**config.mk**
```make
export PLATFORM = sky130hd
export DESIGN_NAME = vga_timing_ctrl
export DESIGN_NICKNAME = d
export VERILOG_FILES = /design/src/rtl/vga_pkg.sv /design/src/rtl/vga_axis_cnt.sv /design/src/rtl/vga_timing_ctrl.sv
export SDC_FILE = /design/constraint.sdc
export NUM_CORES = 1
export LEC_CHECK = 0
export CORE_MARGIN = 8
export CORE_UTILIZATION = 40
export CTS_CLUSTER_DIAMETER = 120
export DETAILED_ROUTE_END_ITERATION = 8
export GPL_TIMING_DRIVEN = 0
export PLACE_DENSITY = 0.81
export SLEW_MARGIN = 20
export SYNTH_ARGS = -nofsm -noshare
export SYNTH_HDL_FRONTEND = slang
export SYNTH_SLANG_ARGS = --single-unit
```
**constraint.sdc**
```tcl
create_clock -name vga_clk -period 1.96 [get_ports vga_clk]
set_clock_uncertainty 0.1 [all_clocks]
set_input_delay 0.294 -clock vga_clk [delete_from_list [all_inputs] [get_ports vga_clk]]
set_output_delay 0.294 -clock vga_clk [all_outputs]
set_load 0.01 [all_outputs]
```
**src/rtl/vga_pkg.sv**
```systemverilog
// rtl/vga_pkg.sv - 640x480@60 timing constants, totals and RGB565 colours for the display path
package vga_pkg;

  localparam logic [9:0] VGA_H_SYNC  = 10'd96;
  localparam logic [9:0] VGA_H_BACK  = 10'd48;
  localparam logic [9:0] VGA_H_VALID = 10'd640;
  localparam logic [9:0] VGA_H_FRONT = 10'd16;
  localparam logic [9:0] VGA_V_SYNC  = 10'd2;
  localparam logic [9:0] VGA_V_BACK  = 10'd33;
  localparam logic [9:0] VGA_V_VALID = 10'd480;
  localparam logic [9:0] VGA_V_FRONT = 10'd10;

  localparam int VGA_H_TOTAL = int'(VGA_H_SYNC) + int'(VGA_H_BACK) + int'(VGA_H_VALID) + int'(VGA_H_FRONT);
  localparam int VGA_V_TOTAL = int'(VGA_V_SYNC) + int'(VGA_V_BACK) + int'(VGA_V_VALID) + int'(VGA_V_FRONT);

  localparam logic [15:0] RGB565_BLACK = 16'h0000;
  localparam logic [15:0] RGB565_WHITE = 16'hFFFF;
  localparam logic [15:0] RGB565_RED   = 16'hF800;
  localparam logic [15:0] RGB565_GREEN = 16'h07E0;
  localparam logic [15:0] RGB565_BLUE  = 16'h001F;

  typedef struct packed {
    logic [9:0] x;
    logic [9:0] y;
  } vga_pos_t;

  // Last count value of an axis with the given total length.
  function automatic logic [9:0] axis_last(input int total);
    return 10'(total - 1);
  endfunction

endpackage

```
**src/rtl/vga_axis_cnt.sv**
```systemverilog
// rtl/vga_axis_cnt.sv - wrapping 10-bit position counter with enable and terminal count
module vga_axis_cnt #(
  parameter logic [9:0] LAST = 10'd799
) (
  input  logic       vga_clk,
  input  logic       sys_rst_n,
  input  logic       en,
  output logic [9:0] cnt,
  output logic       tc
);

  // tc marks the enabled cycle in which the counter wraps back to zero.
  assign tc = en && (cnt == LAST);

  always_ff @(posedge vga_clk or negedge sys_rst_n) begin
    if (!sys_rst_n) begin
      cnt <= 10'd0;
    end else if (en) begin
      cnt <= (cnt == LAST) ? 10'd0 : cnt + 10'd1;
    end
  end

endmodule

```
**src/rtl/vga_timing_ctrl.sv**
```systemverilog
// rtl/vga_timing_ctrl.sv - VGA raster timing generator with one-cycle-early pixel requests
// Optional VGA_TIMING_FRAME_CNT_EN adds an 8-bit completed-frame counter output frame_cnt.
module vga_timing_ctrl
  import vga_pkg::*;
#(
  parameter logic [9:0] H_SYNC   = VGA_H_SYNC,
  parameter logic [9:0] H_BACK   = VGA_H_BACK,
  parameter logic [9:0] H_VALID  = VGA_H_VALID,
  parameter logic [9:0] H_FRONT  = VGA_H_FRONT,
  parameter logic [9:0] V_SYNC   = VGA_V_SYNC,
  parameter logic [9:0] V_BACK   = VGA_V_BACK,
  parameter logic [9:0] V_VALID  = VGA_V_VALID,
  parameter logic [9:0] V_FRONT  = VGA_V_FRONT,
  parameter logic       SYNC_POL = 1'b1
) (
  input  logic        vga_clk,
  input  logic        sys_rst_n,
  input  logic [15:0] pix_data,
  output logic [9:0]  pix_x,
  output logic [9:0]  pix_y,
  output logic        hsync,
  output logic        vsync,
  output logic [15:0] rgb,
  output logic        rgb_valid,
  output logic        frame_start
`ifdef VGA_TIMING_FRAME_CNT_EN
  ,
  output logic [7:0]  frame_cnt
`endif
);

  localparam int H_TOTAL = int'(H_SYNC) + int'(H_BACK) + int'(H_VALID) + int'(H_FRONT);
  localparam int V_TOTAL = int'(V_SYNC) + int'(V_BACK) + int'(V_VALID) + int'(V_FRONT);

  localparam logic [9:0] HA_START = H_SYNC + H_BACK;
  localparam logic [9:0] HA_END   = HA_START + H_VALID;
  localparam logic [9:0] HR_START = HA_START - 10'd1;
  localparam logic [9:0] HR_END   = HA_END - 10'd1;
  localparam logic [9:0] VA_START = V_SYNC + V_BACK;
  localparam logic [9:0] VA_END   = VA_START + V_VALID;

  if (H_TOTAL > 1023 || V_TOTAL > 1023) begin : g_totals_too_large
    $error("vga_timing_ctrl: H_TOTAL and V_TOTAL must not exceed 1023");
  end

  logic [9:0] cnt_h;
  logic [9:0] cnt_v;
  logic       h_tc;
  logic       v_tc;

  vga_axis_cnt #(.LAST(axis_last(H_TOTAL))) u_cnt_h (
    .vga_clk   (vga_clk),
    .sys_rst_n (sys_rst_n),
    .en        (1'b1),
    .cnt       (cnt_h),
    .tc        (h_tc)
  );

  vga_axis_cnt #(.LAST(axis_last(V_TOTAL))) u_cnt_v (
    .vga_clk   (vga_clk),
    .sys_rst_n (sys_rst_n),
    .en        (h_tc),
    .cnt       (cnt_v),
    .tc        (v_tc)
  );

  logic     h_act;
  logic     h_req;
  logic     v_act;
  logic     pix_req;
  vga_pos_t req_pos;

  assign hsync = (cnt_h < H_SYNC) ? SYNC_POL : ~SYNC_POL;
  assign vsync = (cnt_v < V_SYNC) ? SYNC_POL : ~SYNC_POL;

  assign h_act = (cnt_h >= HA_START) && (cnt_h < HA_END);
  assign v_act = (cnt_v >= VA_START) && (cnt_v < VA_END);

  // The pattern generator registers its colour, so request one clock ahead of display.
  assign h_req   = (cnt_h >= HR_START) && (cnt_h < HR_END);
  assign pix_req = h_req && v_act;

  assign req_pos.x = pix_req ? (cnt_h - HR_START) : 10'h3FF;
  assign req_pos.y = pix_req ? (cnt_v - VA_START) : 10'h3FF;
  assign pix_x     = req_pos.x;
  assign pix_y     = req_pos.y;

  assign rgb_valid = h_act && v_act;
  assign rgb       = rgb_valid ? pix_data : RGB565_BLACK;

  // Vertical terminal count is the last clock of the frame, so this lands on (0,0).
  always_ff @(posedge vga_clk or negedge sys_rst_n) begin
    if (!sys_rst_n) begin
      frame_start <= 1'b0;
    end else begin
      frame_start <= v_tc;
    end
  end

`ifdef VGA_TIMING_FRAME_CNT_EN
  always_ff @(posedge vga_clk or negedge sys_rst_n) begin
    if (!sys_rst_n) begin
      frame_cnt <= 8'd0;
    end else if (v_tc) begin
      frame_cnt <= frame_cnt + 8'd1;
    end
  end
`endif

endmodule

```
==> impl_metrics.tcl, run 1 <==
set metrics [dict create \
    gp_congestion 0.902 \
    synth_cell_types 45 \
    ios 58 \
    grt_setup_unrepaired "yes" \
    cp-end-kind "output port" \
    rows 24 \
    synth_area_um2 1730 \
    cts_root_buf "clkbuf_8" \
    clock_latency_ns 0.27 \
    grt_pass1_wl_mm 8.81 \
    min_path_type "in2async" \
    synth.avg_cell_area_um2 8.79 \
    regToRegSetupSlack_ns 0.02 \
    crit_type "reg2out" \
    placed_area_um2 2450 \
    drcViolationCount 0 \
    synth_xor_area_share_pct 11.1 \
    cp_slowest_cell "o41ai_4" \
    die_w_um 81.8 \
    grt.overflow.total 0 \
    antenna_cells 0 \
    grt_max_degree 22 \
    h-tree-depth 1 \
    crit_chain "buf_4 -> o41ai_4 -> a21o_1 -> buf_6 -> a211oi_4 -> buf_6 -> and2_4 -> buf_6" \
    synth_compound_area_share_pct 8.74 \
    cpMostUsedCell "buf_6" \
    path_max_fanout 5 \
    worstSetupStartpointType "flop" \
    grt_util_all_layers_pct 16.8 \
    cts.sinks 21 \
    synth_top_area_share_pct 30.3 \
    final_area_um2 3100 \
    grt_pass1_vias 1811 \
    leakagePower_nw 1.35 \
    cap_viol_max_count 0 \
    finalMaxSlewViolations 0 \
    clkTransAtPathRegs_ns 0.09 \
    die-area_um2 6690 \
    dpl.hpwl_mm 3.60 \
    cts_tree "built" \
    antenna_found_initial 0 \
    vdd_drop_max_v 0.000185 \
    drt_wl_total_mm 6.61 \
    max_stage_delay_ns 0.44 \
    synthFlopType "dfrtp_1" \
    synthAdderAreaFrac_pct 2.89 \
    ant_nets 0 \
    clock_path_buffers 2 \
    synth_edf_count 0 \
    hold_violations 0 \
    synthTopCellsByArea "dfrtp_1, xnor2_1, nand3_1" \
    yosys.area_share.simple_pct 36.0 \
    synth_top_family_by_area "simple AND/OR/NAND/NOR gates" \
    worst-r2r-cell-count 8 \
    cts_buffers 3 \
    reg2reg_to "u_cnt_v.cnt[5]" \
    tightest_slew_ns 0.507 \
    async_reset_ff_share_pct 100 \
    seq_area_frac_synth_pct 30.3 \
    synth_top_area_cell "dfrtp_1" \
    drt_pass1_iterations 4 \
    hold_slack_ns 0.413 \
    synth_seq_cells 21 \
    vias_per_cell 5.74 \
    finalPower_uw 791 \
    coreArea_um2 4260 \
    synthMuxAreaShare_pct 0.578 \
    drt_iter0_markers 151 \
    worst-path-buf-inv 4 \
    failed_checks "negative setup slack" \
    min_period_over_period_pct 129 \
    fmaxAchievable_mhz 394 \
    areaGrowthSynthToFinish_pct 79.0 \
    crit_family "compound AO/OA/AOI/OAI gates" \
    syn-num-nets 219 \
    regToRegStartpoint "u_cnt_h.cnt[7]" \
    power_density_nw_per_um2 255 \
    drive_gt1_share_pct 55.7 \
    outcome "finished with violations" \
    required_ns 1.57 \
    routedWlPerCell_um 19.0 \
    critPathArrivalTime_ns 2.14 \
    setup_viol 38 \
    yosys_warnings 0 \
    nNetsFinal 319 \
    dieHeight_um 81.8 \
    max_slew_margin_pct 66.2 \
    min_period_ns 2.54 \
    port_buffers 57 \
    syn_inst 197 \
    via_count 1997 \
    fin_ws_ns -0.575 \
    initial_core_util_pct 40.6 \
]
layout make-up:
type	count	area, um^2
buffer	16	185
clock buffer	3	41.3
clock inverter	1	5.00
fill	299	1160
inverter	7	26.3
multi-input combinational	149	1340
sequential	21	529
tap	52	65.1
timing repair buffer	99	913
synthesized netlist by cell type (6+ instances only):
library cell and n:
nand4_1 8, o21ai_0 6, nand2_1 8, nand3_1 21, nor3_1 7, buf_6 6
clkbuf_1 6, inv_1 7, nor2_1 10, xnor2_1 15, xor2_1 7, and2_1 16
dfrtp_1 21
per-layer routing:
| layer | global-route usage [%] | routed length, um | vias up |
|---|---|---|---|
| li1 | - | - | 888 |
| met1 | 18.6 | 2560 | 973 |
| met2 | 29.1 | 3270 | 114 |
| met3 | 3.72 | 571 | 22 |
| met4 | 9.12 | 207 | 0 |
| met5 | 0 | 0 | - |
timing repair:
item | in CTS | in global routing
hold buffers | 0 | 1
pin swaps | 29 | 23
cloned | 3 | 1
setup endpoints to repair | 42 | 45
buffers inserted | 23 | 15
resized for setup | 198 | 66
endpoints found under the hold margin | 0 | 21
per-stage QoR:
stage          worst slack (ns)  TNS, ns  instances  util [%]
2_1_floorplan           -0.0354   -0.332        197         -
3_3_place_gp             -0.696   -23.99        306      57.4
3_5_place_dp             -0.751   -25.73        306      57.4
4_1_cts                  -0.520   -16.96        333      62.8
5_1_grt                  -0.618   -19.99        348      72.7
6_report                 -0.575   -18.25        348      72.7
flip-flops by register name (all words and copies together) (netlist names):
signal       flops
u_cnt_h.cnt     10
frame_start      1
u_cnt_v.cnt     10
where the power goes:
group	switching, mW	internal [mW]	total (mW)
sequential	0	0.433	0.433
combinational	0.0135	0.0295	0.0431
clock	0.173	0.143	0.315
logic make-up (layout without fill, tap and decap cells):
family	after synthesis	in the layout
and+or+nand+nor	99	99
buffers and inverters	27	126
AOI/OAI and AO/OA	23	23
xor gates and xnor gates	22	22
DFF	21	21
adders and majority gates	4	4
muxes	1	1
worst max-delay path by stage:
| stage | from | slack [ns] | depth (start not counted) | endpoint |
|---|---|---|---|---|
| 4_1_cts | u_cnt_v.cnt[0] | -0.52 | 8 | rgb[10] |
| 6_report | u_cnt_v.cnt[4] | -0.58 | 8 | rgb[10] |
| 3_3_place_gp | u_cnt_v.cnt[0] | -0.70 | 8 | pix_x[7] |
| 5_1_grt | u_cnt_v.cnt[4] | -0.62 | 8 | rgb[3] |
| 3_5_place_dp | u_cnt_v.cnt[0] | -0.75 | 8 | rgb[14] |
| 2_1_floorplan | u_cnt_v.cnt[0] | -0.04 | 7 | rgb[10] |
cell usage in the layout (no fill, tap or decap), drive strengths merged, types with 3 or more instances in the layout:
cell and n:
a21oi 4, and2 19, and3 4, buf 92
clkbuf 7, clkdlybuf4s50 17, dfrtp 21, ha 4
inv 7, nand2 8, nand3 22, nand3b 3
nand4 9, nor2 10, nor3 7, nor4 6
o21ai 8, or3 4, xnor2 15, xor2 7
No activity file was read; power rests on OpenSTA's default activity.
==> run 2, diff against run 1 <==
Settings changed: CORE_MARGIN 8 to unset.
==> run 2 against run 1 <==
Effect of this change: register-to-register slack worse by 0.09 ns; sequential power hardly changed; setup slack better by 0.096 ns; the run still ends with negative setup slack left; final area is 2.9% lower; count of clock-buffer cells in the layout stayed put; total power is 1.3% lower; worst hold slack better by 0.011 ns; largest power group unchanged; critical path type unchanged.
==> impl_metrics.tcl, run 2 (synthesized netlist as in run 1, its figures left out) <==
set metrics [dict create \
    outcome "finished with violations" \
    failed_checks "negative setup slack" \
    drt_wl_total_mm 5.52 \
    cp_slowest_cell "or3_4" \
    dieHeight_um 67.8 \
    clkTransAtPathRegs_ns 0.09 \
    fmaxAchievable_mhz 410 \
    drive_gt1_share_pct 53.1 \
    cts_buffers 3 \
    mostFrequentLayoutCells "buf_6, buf_4, dfrtp_1, clkdlybuf4s50_1, and2_4" \
    tightest_slew_ns 0.505 \
    antenna_found_initial 0 \
    setup_viol 40 \
    ant_nets 0 \
    vdd_drop_max_v 0.000384 \
    max_slew_margin_pct 66.3 \
    hold_violations 0 \
    power_frac_seq_pct 55.4 \
    initial_core_util_pct 42.4 \
    drcViolationCount 0 \
    via_count 1858 \
    nNetsFinal 311 \
    cap_viol_max_count 0 \
    leakagePower_nw 1.30 \
    reg_top3 "u_cnt_h.cnt x10, u_cnt_v.cnt x10, frame_start x1" \
    cp-end-kind "output port" \
    crit_chain "or3_4 -> buf_6 -> o21a_1 -> or3_1 -> nand4_1 -> buf_2" \
    drt_pass1_iterations 4 \
    comb_power_share_pct 5.6 \
    worstSetupStartpointType "flop" \
    finalMaxSlewViolations 0 \
    grt_pass1_wl_mm 8.24 \
    cts_root_buf "clkbuf_8" \
    min_path_type "in2async" \
    drt_iter0_markers 75 \
    rows 23 \
    tns_ns -15.57 \
    max_stage_delay_ns 0.47 \
    crit_type "reg2out" \
    gp_congestion 0.889 \
    switching_share_pct 22.6 \
    h-tree-depth 1 \
    required_ns 1.57 \
    min_period_ns 2.44 \
    power.switching_uw 177 \
    grt_util_all_layers_pct 24.5 \
    grt_pass1_vias 1733 \
    instances_no_fill 338 \
    min_period_over_period_pct 124 \
    vias_per_cell 5.50 \
    die-area_um2 4600 \
    routedWlPerCell_um 16.3 \
    fin_ws_ns -0.480 \
    antenna_cells 0 \
    critPathArrivalTime_ns 2.05 \
    die_w_um 67.8 \
    port_buffers 57 \
    cts_tree "built" \
    clock_latency_ns 0.27 \
    clock_path_buffers 2 \
    grt_setup_unrepaired "yes" \
    grt_max_degree 22 \
    final_common_cell "buf_6" \
    coreArea_um2 4090 \
    path_max_fanout 5 \
    areaGrowthSynthToFinish_pct 73.8 \
    grt.overflow.total 0 \
    power_density_nw_per_um2 260 \
    cts.sinks 21 \
    dpl.hpwl_mm 3.10 \
    placed_cells 304 \
    p_int_uw 605 \
    ios 58 \
    clock_power_share_pct 39.0 \
]
-- run 2: changes by cell type in the layout (fill, tap and decap cells not counted), sizes merged --
cell           change
buf               -13
clkbuf             +5
dlymetal6s2s       -1
clkdlybuf4s50      +1
-- run 2: area by class of cell --
cell class              count  area, um^2
inverters                   7        26.3
multi-input cells         149        1290
flip-flops and latches     21         528
repair buffers             90         876
plain buffers              17         181
clock buffers               3        41.3
clock inverters             1        5.00
well taps                  50        62.6
fillers                   286        1080
-- run 2: what timing repair did --
| item | 4_1_cts | 5_1_grt |
|---|---|---|
| pin swaps | 31 | 19 |
| hold endpoints to repair | 0 | 21 |
| hold buffers | 0 | 1 |
| setup endpoints to repair | 44 | 46 |
| buffers inserted | 22 | 6 |
| gates resized for setup | 238 | 17 |
| gates cloned | 4 | 0 |
-- run 2: power by group through the flow --
stage	clock [mW]	sequential [mW]	combinational [mW]
2_1_floorplan	0	0.442	0.000295
3_3_place_gp	0	0.441	0.0423
3_5_place_dp	0	0.441	0.0430
4_1_cts	0.306	0.433	0.0439
5_1_grt	0.332	0.433	0.0473
6_report	0.305	0.433	0.0438
-- run 2: worst paths after layout --
| kind | start | endpoint | slack, ns | cells after the start |
|---|---|---|---|---|
| worst max-delay path | u_cnt_h.cnt[5] | pix_x[9] | -0.48 | 6 |
| worst min-delay path | sys_rst_n | u_cnt_v.cnt[3] | 0.42 | 2 |
| worst max register to register | u_cnt_h.cnt[6] | u_cnt_v.cnt[3] | -0.07 | 6 |
| worst min register to register | u_cnt_v.cnt[7] | u_cnt_v.cnt[7] | 0.47 | 1 |
| max in group asynchronous | sys_rst_n | u_cnt_v.cnt[7] | 0.97 | 2 |
| min in group vga_clk | u_cnt_v.cnt[7] | u_cnt_v.cnt[7] | 0.47 | 1 |
-- run 2: critical path: cells and delay by family, from the launching register on --
kind / cells / cell delay (ns)
AND/OR/NAND/NOR: 3 / 0.90
AO/OA/AOI/OAI: 1 / 0.18
flip-flops: 1 / 0.43
buffers and inverters: 2 / 0.27
-- run 2: layer usage --
layer	part of all wire [%]	vias to the layer above	global-route usage, %	routed length (um)
met2	50	95	45.2	2780
met3	8.2	8	3.89	454
li1	-	872	-	-
met4	1.5	0	10.7	82
met1	40	883	27.3	2210
met5	0	-	0	0
-- run 2: metrics by stage --
step                worst slack (ns)  hold WS, ns  cell area [um^2]  utilization (%)  power, mW
floorplan                    -0.0354       -0.102              1810                -      0.442
global placement              -0.693        0.410              2440             59.8      0.484
detailed placement            -0.724        0.426              2440             59.8      0.485
CTS                           -0.512        0.471              2910             71.2      0.782
global route                  -0.553        0.472              3010             73.6      0.812
finish                        -0.480        0.423              3010             73.6      0.781
